[config.mk]
export PLATFORM = sky130hd
export DESIGN_NAME = timing_vigilador
export DESIGN_NICKNAME = d
export VERILOG_FILES = /design/src/rtl/timing_vigilador.sv
export SDC_FILE = /design/constraint.sdc
export NUM_CORES = 1
export LEC_CHECK = 0
export CORE_MARGIN = 1.5
export CORE_UTILIZATION = 40
export CTS_CLUSTER_SIZE = 8
export DETAILED_ROUTE_END_ITERATION = 10
export PLACE_DENSITY_LB_ADDON = 0.2
export SYNTH_ARGS = -nofsm -noshare
export SYNTH_HDL_FRONTEND = slang
export SYNTH_SLANG_ARGS = --single-unit
[constraint.sdc]
create_clock -name i_clk -period 2.3 [get_ports i_clk]
set_input_delay 0.46 -clock i_clk [delete_from_list [all_inputs] [get_ports i_clk]]
set_output_delay 0.46 -clock i_clk [all_outputs]
set_load 0.05 [all_outputs]
[src/rtl/timing_vigilador.sv]
// rtl/timing_vigilador.sv - setup/hold violation monitor for an asynchronous flip-flop clock/data bundle
module timing_vigilador #(
    parameter int N_CH    = 4,
    parameter int TSU_CYC = 3,
    parameter int TH_CYC  = 0,
    parameter int MODE    = 0,
    parameter int CNT_W   = 16
) (
    input  logic              i_clk,
    input  logic              i_rst,
    input  logic              i_clk_ff,
    input  logic [N_CH-1:0]   i_d_ff,
    input  logic              i_clr,
    output logic [N_CH-1:0]   o_setup_viol,
    output logic [N_CH-1:0]   o_hold_viol,
    output logic              o_alarm,
    output logic [CNT_W-1:0]  o_viol_cnt
);

    localparam logic [7:0] TSU = 8'(TSU_CYC);
    localparam logic [7:0] TH  = 8'(TH_CYC);

    logic              r_s1_clk;
    logic              r_s2_clk;
    logic [N_CH-1:0]   r_s1_d;
    logic [N_CH-1:0]   r_s2_d;
    logic [1:0]        r_arm;
    logic [7:0]        r_age [N_CH];
    logic [7:0]        r_hw;
    logic [N_CH-1:0]   r_setup_viol;
    logic [N_CH-1:0]   r_hold_viol;
    logic              r_alarm;
    logic [CNT_W-1:0]  r_viol_cnt;

    logic              w_live;
    logic              w_edge;
    logic [N_CH-1:0]   w_chg;
    logic [N_CH-1:0]   w_setup_det;
    logic [N_CH-1:0]   w_hold_det;
    logic [N_CH-1:0]   w_setup_nxt;
    logic [N_CH-1:0]   w_hold_nxt;
    logic              w_event;

    // The sample stages refill from zero after reset; edges and changes are
    // ignored until both stages hold real pin values, so data that was
    // stable across reset never looks like a fresh change.
    assign w_live = r_arm[1];
    assign w_edge = w_live & r_s1_clk & ~r_s2_clk;
    assign w_chg  = w_live ? (r_s1_d ^ r_s2_d) : '0;

    always_comb begin
        w_setup_det = '0;
        for (int i = 0; i < N_CH; i++) begin
            w_setup_det[i] = w_edge & (w_chg[i] | (r_age[i] < TSU));
        end
    end

    assign w_hold_det  = (!w_edge && r_hw != 8'd0) ? w_chg : '0;
    assign w_event     = |{w_setup_det, w_hold_det};
    assign w_setup_nxt = i_clr ? w_setup_det : (r_setup_viol | w_setup_det);
    assign w_hold_nxt  = i_clr ? w_hold_det  : (r_hold_viol  | w_hold_det);

    always_ff @(posedge i_clk) begin
        if (i_rst) begin
            r_s1_clk     <= 1'b0;
            r_s2_clk     <= 1'b0;
            r_s1_d       <= '0;
            r_s2_d       <= '0;
            r_arm        <= 2'd0;
            for (int i = 0; i < N_CH; i++) begin
                r_age[i] <= TSU;
            end
            r_hw         <= 8'd0;
            r_setup_viol <= '0;
            r_hold_viol  <= '0;
            r_alarm      <= 1'b0;
            r_viol_cnt   <= '0;
        end else begin
            r_s1_clk <= i_clk_ff;
            r_s2_clk <= r_s1_clk;
            r_s1_d   <= i_d_ff;
            r_s2_d   <= r_s1_d;
            if (!r_arm[1]) begin
                r_arm <= r_arm + 2'd1;
            end
            for (int i = 0; i < N_CH; i++) begin
                if (w_chg[i]) begin
                    r_age[i] <= 8'd0;
                end else if (r_age[i] < TSU) begin
                    r_age[i] <= r_age[i] + 8'd1;
                end
            end
            if (w_edge) begin
                r_hw <= TH;
            end else if (r_hw != 8'd0) begin
                r_hw <= r_hw - 8'd1;
            end
            r_setup_viol <= w_setup_nxt;
            r_hold_viol  <= w_hold_nxt;
            if (i_clr) begin
                r_viol_cnt <= w_event ? CNT_W'(1) : '0;
            end else if (w_event && !(&r_viol_cnt)) begin
                r_viol_cnt <= r_viol_cnt + CNT_W'(1);
            end
            r_alarm <= (MODE == 0) ? w_event : |{w_setup_nxt, w_hold_nxt};
        end
    end

    assign o_setup_viol = r_setup_viol;
    assign o_hold_viol  = r_hold_viol;
    assign o_alarm      = r_alarm;
    assign o_viol_cnt   = r_viol_cnt;

endmodule

==> summary.md <==
| Metric | Value |
|---|---|
| Status | `complete, no violations` |
| Power, Total | `roughly 0.0029 W` |
| Worst vdd ir | `0.386 mV` |
| Area of the mapped netlist | `about 3200 um^2` |
| Max incr delay on CP | `440 ps` |
| Routed via count | `between 2k and 2.5k` |
| First-pass GRT wire length | `9.55 mm` |
| Crit-path cells | `ha_1 -> nand2_1 -> nor2_1 -> a2111oi_2 -> buf_4 -> nand3_1 -> buf_4 -> or3_1 -> a21oi_1` |
| Worst EP arrival | `about 2400 ps` |
| DRT iter0 DRCs | `67` |
| Clock Sinks | `a little under 80` |
| RSZ-0062 raised after global routing | `no` |
| Clock buffers created by TritonCTS | `9` |
| Post-synth ARST share | `0%` |
| Grt ovf | `0` |
| Die width | `approximately 90 um` |
| Layout cells sized above 1 | `between 10% and 20%` |
| IO Pins | `33` |
| Crit end category | `flop` |
| Largest net degree at the start of global routing | `33` |
| GRT Total Usage | `14.6%` |
| Synth cell types | `43` |
| EDFF count, synth | `32` |
| # diodes | `0` |
| Worst-path clk slew | `70 ps` |
| Hold Crit Depth | `2` |
| Mean Syn Cell Area | `around 11 um^2` |
| Setup Skew | `8.29 ps` |
| Crit-path leading delay family | `compound AO/OA/AOI/OAI gates` |
| P per Cell Area | `between 700 and 800 nW/um^2` |
| CP required | `approximately 2600 ps` |
| Worst hold path endpoint | `o_hold_viol[1]` |
| Final Hold Vio Count | `0` |
| Final setup fails | `0` |
| Reg2reg end | `o_viol_cnt[11]` |
| H-Tree Depth | `3` |
| Worst slew margin | `between 60% and 70%` |
| Final Critical Period | `2080 ps` |
| Leading area contributor after synthesis | `edfxtp_1` |
| PortBufs | `32` |
| Final WS setup | `216 ps` |
| ANT nets after route | `0` |
| Starting Density | `roughly 41%` |
| Hpwl dp | `roughly 4.1 mm` |
| Placer Congestion | `between 0.7 and 0.8` |
| Multi-input logic area | `about 1300 um^2` |
| Final net count | `between 300 and 400` |
| DIE AREA | `roughly 8400 um^2` |
| Initial antenna violation count | `0` |
| Startpoint types | `flop` |
| Vias per cell | `4.79` |
| Setup_tns | `0 ps` |
| Share of the synthesized area in the top cell type | `between 30 and 40%` |
| Critical R2R Launch | `o_viol_cnt[0]` |
| R2R setup slack | `around 220 ps` |
| CTS root buf | `clkbuf_8` |
| Worst-case reg-to-reg path depth | `9` |
| Type of the worst setup path | `flop to flop` |
| Leakage | `1.40 nW` |
| Area Overhead vs Synth | `26.6%` |
| Vias in the first global route | `between 2k and 2.5k` |
| Slowest-stage cell, CP | `a2111oi_2` |
| Post-route clock period utilization | `between 90% and 100%` |
| Max clock buf depth | `2` |
| Slew @ Worst Pin | `around 520 ps` |
| DRC viols | `0` |
| YS warnings | `0` |
| Post-synthesis cell count | `~290` |
| CP Buf/Inv Count | `2` |
| Number of setup buffers added after CTS | `0` |
| Worst min path class | `flop to flop` |
| Max Cap Viol | `0` |
| Routed len/inst | `between 10 and 15 um` |
| Pre-CTS setup slack | `~55 ps` |
| Sequential Area | `~1900 um^2` |
| Clk Latency, worst-skew pair | `around 340 ps` |
| Hold_ws | `456 ps` |
| Drt total wl | `between 5 and 6 mm` |
| Core area | `a little under 8000 um^2` |
| Post-synthesis sequential area ratio | `59.0%` |
| Fin. max-slew vios | `0` |
| Worst hold start | `o_hold_viol[1]` |
| Crit Path Max Fanout | `7` |
| #FFs+latches synth | `77` |
| Cell Rows | `32` |
| Top post-synthesis cells by area | `edfxtp_1 (30%), dfxtp_1 (29%), o21ai_0 (3.3%)` |
| Drt first pass iters | `5` |
| Fill count | `between 700 and 800` |
| Max Clk Rate | `480 MHz` |
| Die H | `between 90 and 100 um` |
| Top FF cell, synth | `dfxtp_1` |
| CP most frequent cell | `buf_4` |
| CTS tree | `built` |
==> layer usage <==
metal	global-route usage, %	wire length (um)	vias up
met5	0	0	-
met4	7.31	119	0
met3	2.90	160	11
met2	23.9	2770	32
met1	18.5	2630	1034
li1	-	-	1136
==> Yosys cell counts, drive strengths merged (3+ instances only) <==
library cell,count
clkbuf,5
edfxtp,32
nor2b,10
nand2,25
or3,10
nor4,9
xnor2,5
dfxtp,45
buf,4
nand3,17
nand2b,10
a22oi,3
xor2,7
a21oi,14
o21ai,21
nor3,6
nor2,21
a21o,5
ha,7
inv,9
or2,3
==> cell families after synthesis <==
family / count (synthesis) / synth area share (%)
adder cells (fa/ha/maj): 7 / 2.78
AND/OR/NAND/NOR: 119 / 21.5
flip-flops: 77 / 59.0
buffers and inverters: 18 / 2.78
XOR/XNOR: 12 / 3.33
other: 1 / 0.119
AO/OA/AOI/OAI: 54 / 10.4
==> through the flow <==
stage	util, %	cell area (um^2)	cells
floorplan	-	3240	311
global placement	48.4	3720	446
detailed placement	48.4	3720	446
CTS	51.8	3980	462
global route	52.0	3990	462
finish	52.0	3990	462
==> registers in the layout, indices dropped and copies added (netlist names) <==
register	count
o_alarm	1
o_hold_viol	4
o_setup_viol	4
o_viol_cnt	16
r_age	32
r_arm	2
r_hw	8
r_s1_clk	1
r_s1_d	4
r_s2_clk	1
r_s2_d	4
==> cell type report <==
class | instances | area share (%)
sequential | 77 | 46.6
multi-input combinational | 216 | 32.7
timing repair buffer | 42 | 10.2
clock buffer | 13 | 5.33
tap | 102 | 3.20
clock inverter | 3 | 1.10
inverter | 9 | 0.846
==> worst min-delay path, stage by stage (launching register included) <==
cell and delay, ps:
dfxtp_1 330, nand2_1 50, o21ai_0 50
==> layout by cell type (no fill, tap or decap), drive strengths merged, types with 3 or more instances in the layout <==
| master | synthesis | layout |
|---|---|---|
| inv | 9 | 9 |
| xor2 | 7 | 7 |
| edfxtp | 32 | 32 |
| nor2b | 10 | 10 |
| nor4 | 9 | 9 |
| clkdlybuf4s50 | 0 | 32 |
| ha | 7 | 7 |
| or2 | 3 | 3 |
| nand2b | 10 | 10 |
| or3 | 10 | 10 |
| clkbuf | 5 | 13 |
| xnor2 | 5 | 5 |
| buf | 4 | 10 |
| nor3 | 6 | 6 |
| o21ai | 21 | 21 |
| a21o | 5 | 5 |
| conb | 1 | 24 |
| a22oi | 3 | 3 |
| dfxtp | 45 | 45 |
| a21oi | 14 | 14 |
| nand2 | 25 | 25 |
| nor2 | 21 | 21 |
| nand3 | 17 | 17 |
==> power by group <==
| part | switching, W | internal, W |
|---|---|---|
| clock network | 0.000485 | 0.000729 |
| registers | 0.0000340 | 0.00148 |
| logic | 0.0000902 | 0.0000559 |
==> worst max path at each step <==
stage	startpoint	to	slack, ps	cells past startpoint
after detailed placement	o_viol_cnt[0]	o_viol_cnt[15]	50	9
after floorplan	o_viol_cnt[0]	o_viol_cnt[13]	260	7
after CTS	o_viol_cnt[0]	o_viol_cnt[11]	30	9
after global routing	r_age[2][0]	o_viol_cnt[10]	60	7
final	o_viol_cnt[0]	o_viol_cnt[11]	220	9
after global placement	o_viol_cnt[0]	o_viol_cnt[11]	60	9
==> timing repair <==
action / CTS / global route
hold buffers: 0 / 0
hold endpoints to repair: 0 / 0
gates resized for setup: 0 / 4
setup endpoints to repair: 0 / 10
Power figures use the tool's default switching activity.
